File: config.mk
export PLATFORM = sky130hd
export DESIGN_NAME = ex_mem_stage
export DESIGN_NICKNAME = d
export VERILOG_FILES = /design/src/rtl/ex_mem_stage.sv
export SDC_FILE = /design/constraint.sdc
export NUM_CORES = 1
export LEC_CHECK = 0
export ABC_AREA = 1
export BUFFER_PORTS_ARGS = -buffer_cell sky130_fd_sc_hd__buf_2
export CORE_MARGIN = 4
export CORE_UTILIZATION = 32
export DETAILED_ROUTE_END_ITERATION = 10
export HOLD_SLACK_MARGIN = 0.1
export RECOVER_POWER = 25
export SYNTH_ARGS = -nofsm -noshare
export SYNTH_HDL_FRONTEND = slang
export SYNTH_SLANG_ARGS = --single-unit
File: constraint.sdc
create_clock -name clk -period 5.46 [get_ports clk]
set_clock_uncertainty 0.2 [all_clocks]
set_input_delay 0.273 -clock clk [delete_from_list [all_inputs] [get_ports clk]]
set_output_delay 0.273 -clock clk [all_outputs]
set_load 0.005 [all_outputs]
File: src/rtl/ex_mem_stage.sv
// EX/MEM pipeline register with a one-deep NoC packet send FSM.
// Optional completed-packet counter enabled by `define EX_MEM_PKT_CNT_EN.
module ex_mem_stage #(
  parameter int DEST_W = 2
) (
  input  logic              clk,
  input  logic              rst,
  input  logic              RegW_enable_E,
  input  logic              Mem_Write_E,
  input  logic              Mem_Read_E,
  input  logic              Result_src_E,
  input  logic [31:0]       alu_result_E,
  input  logic [31:0]       write_data_E,
  input  logic [4:0]        Radd_E,
  input  logic [31:0]       PC_E,
  input  logic              valid_E,
  input  logic              proc_valid_E,
  input  logic [DEST_W-1:0] dest_add_E,
  input  logic              flush_E,
  input  logic              stall_M,
  output logic              RegW_enable_M,
  output logic              Mem_Write_M,
  output logic              Mem_Read_M,
  output logic              Result_src_M,
  output logic [31:0]       alu_result_M,
  output logic [31:0]       write_data_M,
  output logic [4:0]        Radd_M,
  output logic [31:0]       PC_M,
  output logic              valid_M,
  output logic              stall_E,
  output logic              noc_valid,
  input  logic              noc_ready,
  output logic [DEST_W-1:0] noc_dest,
  output logic [31:0]       noc_data
`ifdef EX_MEM_PKT_CNT_EN
  ,
  output logic [15:0]       pkt_count
`endif
);

  typedef enum logic {
    IDLE = 1'b0,
    SEND = 1'b1
  } state_e;

  state_e state_q, state_d;

  logic              regw_q, regw_d;
  logic              mw_q, mw_d;
  logic              mr_q, mr_d;
  logic              rs_q, rs_d;
  logic [31:0]       alu_q, alu_d;
  logic [31:0]       wd_q, wd_d;
  logic [4:0]        radd_q, radd_d;
  logic [31:0]       pc_q, pc_d;
  logic              valid_q, valid_d;
  logic [DEST_W-1:0] dest_q, dest_d;
  logic [31:0]       data_q, data_d;

  logic capture;
  logic cap_valid;
  logic load_pkt;
  logic hshake;
  logic mem_en;

  assign stall_E   = stall_M | (state_q == SEND);
  assign capture   = ~stall_E;
  assign cap_valid = valid_E & ~flush_E;
  assign load_pkt  = capture & cap_valid & proc_valid_E;
  assign hshake    = (state_q == SEND) & noc_ready;

  always_ff @(posedge clk or posedge rst) begin
    if (rst) begin
      state_q <= IDLE;
    end else begin
      state_q <= state_d;
    end
  end

  always_comb begin
    state_d = state_q;
    unique case (state_q)
      IDLE: if (load_pkt) state_d = SEND;
      SEND: if (hshake) state_d = IDLE;
    endcase
  end

  always_comb begin
    noc_valid = 1'b0;
    mem_en    = 1'b0;
    unique case (state_q)
      IDLE: mem_en    = 1'b1;
      SEND: noc_valid = 1'b1;
    endcase
  end

  // Held instruction stays frozen while SEND keeps stall_E high.
  always_comb begin
    regw_d  = regw_q;
    mw_d    = mw_q;
    mr_d    = mr_q;
    rs_d    = rs_q;
    alu_d   = alu_q;
    wd_d    = wd_q;
    radd_d  = radd_q;
    pc_d    = pc_q;
    valid_d = valid_q;
    dest_d  = dest_q;
    data_d  = data_q;
    if (capture) begin
      valid_d = cap_valid;
      regw_d  = RegW_enable_E & ~flush_E;
      mw_d    = Mem_Write_E & ~flush_E;
      mr_d    = Mem_Read_E & ~flush_E;
      rs_d    = Result_src_E;
      alu_d   = alu_result_E;
      wd_d    = write_data_E;
      radd_d  = Radd_E;
      pc_d    = PC_E;
    end
    if (load_pkt) begin
      dest_d = dest_add_E;
      data_d = write_data_E;
    end
  end

  always_ff @(posedge clk or posedge rst) begin
    if (rst) begin
      regw_q  <= 1'b0;
      mw_q    <= 1'b0;
      mr_q    <= 1'b0;
      rs_q    <= 1'b0;
      alu_q   <= '0;
      wd_q    <= '0;
      radd_q  <= '0;
      pc_q    <= '0;
      valid_q <= 1'b0;
      dest_q  <= '0;
      data_q  <= '0;
    end else begin
      regw_q  <= regw_d;
      mw_q    <= mw_d;
      mr_q    <= mr_d;
      rs_q    <= rs_d;
      alu_q   <= alu_d;
      wd_q    <= wd_d;
      radd_q  <= radd_d;
      pc_q    <= pc_d;
      valid_q <= valid_d;
      dest_q  <= dest_d;
      data_q  <= data_d;
    end
  end

  assign valid_M       = valid_q & mem_en;
  assign RegW_enable_M = regw_q & valid_M;
  assign Mem_Write_M   = mw_q & valid_M;
  assign Mem_Read_M    = mr_q & valid_M;
  assign Result_src_M  = rs_q & valid_M;
  assign alu_result_M  = alu_q;
  assign write_data_M  = wd_q;
  assign Radd_M        = radd_q;
  assign PC_M          = pc_q;
  assign noc_dest      = dest_q;
  assign noc_data      = data_q;

`ifdef EX_MEM_PKT_CNT_EN
  logic [15:0] cnt_q, cnt_d;

  assign cnt_d = hshake ? cnt_q + 16'd1 : cnt_q;

  always_ff @(posedge clk or posedge rst) begin
    if (rst) begin
      cnt_q <= '0;
    end else begin
      cnt_q <= cnt_d;
    end
  end

  assign pkt_count = cnt_q;
`endif

endmodule

==> results.cfg, run 1 <==
[timing]
worstMarginPinSlew_ns = 0.895
tns_ns = 0
grt_setup_unrepaired = false
whs_ns = 0.109
period_minus_slack_ns = 2.96
fmax_ghz = 0.338
slew_headroom_pct = 40.2
finalCritPeriodShare_pct = 54.3
hold_viol = 0
slew_violations = 0
final-setup-viol-count = 0

[worst_setup_path]
path_cells = nor2_4 -> buf_4 -> buf_4 -> nand3_4 -> nand2_1 -> nand2_1
r2r_slack_ns = 2.50
path_depth = 6
crit_start = state_q
cp_max_fo = 74
setup.worst_path.end = noc_data[29]
critPathSlowestCell = buf_4
reg2reg_to = noc_data[29]
rr_startpoint = state_q
crit_family = buffers and inverters
setup.worst_path.end_class = flip-flop
path_class = flip-flop to flip-flop
slowest_delay_ns = 0.73
required_ns = 5.55
r2r_cells = 6
startpoint_type = flip-flop
cp_data_arrival_time_ns = 3.05
crit_buf_inv = 2

[routing]
wl_um = 17300
vias_per_cell = 4.45
drt_pass1_iterations = 4
drc = 0
vias = 5323
wire_per_inst_um = 14.4
ant_nets = 0
drt-initial-drc-count = 273

[hold_path]
min_path_type = input port to flip-flop
min_from = flush_E
hold_depth = 4

[global_route]
grt_pass1_vias = 5394
grt_overflow = 0
grt_usage_pct = 17.6
grt_max_degree = 91
antenna_found_initial = 0
grt_pass1_wl_um = 27800

[outcome]
status = finished, final reports clean

[cts]
cts-root-buf = clkbuf_16
clk_path_buf_depth = 2
numCtsBuffers = 17
path_clk_slew_ns = 0.06
clkLatencyLatePin_ns = 0.40
clkSinkCount = 141
htreeDepth = 4
cts_resized = 0
cts_tree = yes

[power]
p_int_mw = 2.21
p_leak_nw = 4.59
vdd_drop_max_mv = 0.207
p_clk_share_pct = 41.2
p_comb_share_pct = 16.4
switching_share_pct = 26.6
p_switching_mw = 0.799
p_seq_share_pct = 42.4
powerDensity_nw_per_um2 = 353
p_total_mw = 3.01

[yosys]
synth_area_um2 = 5520
syn_area_per_cell_um2 = 9.01
synth_top_area_share_pct = 63.9
yosys_warnings = 0
synth_seq_area_share_pct = 63.9
postSynthCellCount = 613
synth_seq_cells = 141
ys_types = 16
synthTopCellsByArea = dfrtp_1 (64%), nand2_1 (26%), nand4_1 (3.9%)
synthesis.nets = 727
synth_top_cell_by_area = dfrtp_1

[die]
core_um2 = 16800
die_y_um = 139
dieWidth_um = 139
core.rowCount = 47
io_pins = 256
start_util_pct = 33.0
die-area_um2 = 19400

[placed_design]
place.gp.congestion = 0.754
numPortBuffers = 255
place_hpwl_um = 10900

[finish]
nFillCells = 1607
layout_commonest_cell = nand2_1
final_layout_size_suffix_gt1_share_pct = 22.2
antenna_cells = 0
fin_nets = 1078
final_cell_mix = nand2_1 (376), buf_2 (177), dfrtp_1 (141)
area_delta_synth_final_pct = 54.2

[job]
drv_cap = 0
[power groups by stage]
stage / clock [mW] / combinational [mW] / sequential, mW
2_1_floorplan: 0 / 0.194 / 1.30
3_3_place_gp: 0 / 0.450 / 1.29
3_5_place_dp: 0 / 0.461 / 1.29
4_1_cts: 1.28 / 0.521 / 1.27
5_1_grt: 1.33 / 0.555 / 1.30
6_report: 1.24 / 0.492 / 1.28
[worst reg2reg max path: stages, from the launching register on]
cell and delay, ns:
dfrtp_1 0.42, nor2_4 0.13, buf_4 0.57, buf_4 0.73, nand3_4 0.51, nand2_1 0.22, nand2_1 0.07
[cell usage after synthesis (all sizes together)]
library cell / number
nand2: 376
inv: 10
clkbuf: 4
nand3: 4
nor2: 6
o21ai: 5
dfrtp: 141
nand4: 34
buf: 33
[sequential cells by signal (all words and copies together) (netlist names)]
| register | count |
|---|---|
| alu_result_M | 32 |
| rs_q | 1 |
| valid_q | 1 |
| regw_q | 1 |
| write_data_M | 32 |
| noc_dest | 2 |
| Radd_M | 5 |
| PC_M | 32 |
| mw_q | 1 |
| noc_data | 32 |
| mr_q | 1 |
| state_q | 1 |
[through the flow]
| stage | cells | setup WS [ns] | util [%] | cell area, um2 |
|---|---|---|---|---|
| after floorplan | 613 | 1.21 | - | 5520 |
| after global placement | 1055 | 2.49 | 41.0 | 6870 |
| after detailed placement | 1055 | 2.46 | 41.0 | 6870 |
| after CTS | 1197 | 2.45 | 51.4 | 8610 |
| after global routing | 1197 | 2.22 | 50.8 | 8520 |
| final | 1197 | 2.50 | 50.8 | 8520 |
[what timing repair did]
action / in CTS / in global routing
setup buffers: 0 / 0
endpoints found under the hold margin: 229 / 0
hold buffers: 110 / 0
[metal layers]
metal,global-route usage [%],up-vias,wire [um]
met5,0,-,0
met4,5.61,0,352
met3,6.07,29,1080
met2,29.4,187,8570
met1,21.5,2505,7280
li1,-,2602,-
[layout make-up]
type	count	area (um2)	area share, %
inverter	10	43.8	0.514
sequential	141	3530	41.4
clock buffer	20	457	5.36
clock inverter	12	184	2.16
tap	220	275	3.23
timing repair buffer	369	2310	27.1
multi-input combinational	425	1720	20.2
[cell families (layout without fill, tap and decap cells)]
logic type,after synthesis,count (layout),synth area share (%)
AO/OA/AOI/OAI,5,5,0.453
AND/OR/NAND/NOR,420,420,30.6
flip-flops,141,141,63.9
buffers and inverters,47,411,5.10
[how the worst min path moves through the flow]
stage,endpoint,slack (ns)
after floorplan,state_q,0.17
after global placement,PC_M[22],0.25
after detailed placement,alu_result_M[3],0.25
after CTS,mw_q,0.10
after global routing,mw_q,0.11
final,mw_q,0.11
No activity file was read; power rests on OpenSTA's default activity.
==> run 2, diff against run 1 <==
==> constraint.sdc (replaced) <==
create_clock -name clk -period 2.5 [get_ports clk]
set_clock_uncertainty 0.2 [all_clocks]
set_input_delay 0.125 -clock clk [delete_from_list [all_inputs] [get_ports clk]]
set_output_delay 0.125 -clock clk [all_outputs]
set_load 0.005 [all_outputs]
==> run 2 against run 1 <==
Routed wire length grew 2.8%. Core utilization increased by 3.1 points. Total power is 120% higher. Clock-buffer cell count unchanged. Die area did not move. Combinational power increased by 140%. Final cell count rose by 3.5%. First-iteration DRC count decreased by 23%. Critical path type is now flip-flop to output pin. Highest routed layer unchanged.
==> results.cfg, run 2 (synthesis gave the netlist of run 1 again) <==
[cts]
clkSinkCount = 141
clk_path_buf_depth = 2
numCtsBuffers = 17
cts_resized = 0
htreeDepth = 4
cts_hold_buf = 150
cts_tree = yes
post_cts_buffers = 0
clkLatencyLatePin_ns = 0.41
cts-root-buf = clkbuf_16
path_clk_slew_ns = 0.06

[routing]
wl_um = 17800
drc = 0
drt_pass1_iterations = 4
ant_nets = 0
drt-initial-drc-count = 209
wire_per_inst_um = 14.3
vias = 5464
vias_per_cell = 4.41

[die]
die-area_um2 = 19400
core.rowCount = 47
dieWidth_um = 139
core_um2 = 16800
die_y_um = 139
io_pins = 256
start_util_pct = 33.0

[worst_setup_path]
setup.worst_path.end_class = output pin
r2r_cells = 5
critPathSlowestCell = buf_4
path_class = flip-flop to output pin
startpoint_type = flip-flop
crit_start = state_q
path_cells = nor2_4 -> clkinv_2 -> buf_4 -> buf_2
setup.worst_path.end = stall_E
required_ns = 2.17
reg2reg_to = noc_dest[0]
slowest_delay_ns = 0.61
rr_startpoint = state_q
cp_max_fo = 80
cp_data_arrival_time_ns = 1.88
r2r_slack_ns = 0.33

[finish]
final_cell_mix = nand2_1 (376), buf_2 (255), dlygate4sd3_1 (150)
post-route-util_pct = 53.9
area_delta_synth_final_pct = 63.5
final_layout_size_suffix_gt1_share_pct = 29.1
layout_commonest_cell = nand2_1
fin_nets = 1122
nFillCells = 1527
antenna_cells = 0

[global_route]
grt_usage_pct = 18.2
grt_pass1_vias = 5587
grt_pass1_wl_um = 28600
grt_overflow = 0
grt_max_degree = 109
antenna_found_initial = 0

[placed_design]
place_hpwl_um = 10900
place.gp.congestion = 0.778
numPortBuffers = 255

[outcome]
status = finished, final reports clean

[timing]
hold_viol = 0
tns_ns = 0
period_minus_slack_ns = 2.21
grt_setup_unrepaired = false
worstMarginPinSlew_ns = 1.49
slew_violations = 0
finalCritPeriodShare_pct = 88.2
whs_ns = 0.0589
final-setup-viol-count = 0
slew_headroom_pct = 0.879
fmax_ghz = 0.453

[power]
p_leak_nw = 4.95
vdd_drop_max_mv = 0.429
powerDensity_nw_per_um2 = 735

[hold_path]
min_path_type = input port to flip-flop

[job]
drv_cap = 0
## run 2: where the power goes
part	switching (mW)	total, mW	internal (mW)	leakage [nW]
clock	0.962	2.68	1.71	0.294
sequential	0.164	2.77	2.61	1.74
combinational	0.606	1.19	0.582	2.91
## run 2: layer usage
layer / part of all wire [%] / routed length [um] / GRT usage [%] / vias up
li1: - / - / - / 2695
met1: 41 / 7340 / 21.9 / 2576
met2: 50 / 8940 / 31.3 / 168
met3: 6.3 / 1120 / 5.63 / 25
met4: 2.1 / 371 / 5.46 / 0
met5: 0 / 0 / 0 / -
## run 2: worst min path at each step
stage                   start              end  slack, ns  depth (start not counted)
floorplan           noc_ready          state_q       0.02                          1
global placement          rst         PC_M[15]       0.10                          3
detailed placement        rst         PC_M[15]       0.11                          3
CTS                   stall_M  alu_result_M[8]       0.10                          5
global route          stall_M          valid_q       0.11                          5
finish                stall_M          valid_q       0.06                          5
## run 2: final cells by class
type / instances / area (um2) / area share (%)
repair buffers: 413 / 2850 / 31.5
inverters: 10 / 40.0 / 0.443
clock inverters: 10 / 165 / 1.83
flip-flops and latches: 141 / 3530 / 39.1
clock buffers: 20 / 457 / 5.06
well taps: 220 / 275 / 3.05
multi-input cells: 425 / 1720 / 19.0
## run 2: metrics by stage
stage,std cells,instance area (um2),setup slack (ns),total power [mW]
after floorplan,613,5530,0.412,3.26
after global placement,1059,6930,0.756,3.81
after detailed placement,1059,6930,0.745,3.83
after CTS,1239,9050,0.290,6.73
after global routing,1239,9030,0.166,7.00
final,1239,9030,0.295,6.63
## run 2: worst max-delay path: cells and delay by family, from the launching register on
kind                   cells  cell delay, ns
buffers and inverters      3            0.92
AND/OR/NAND/NOR            1            0.08
flip-flops                 1            0.40
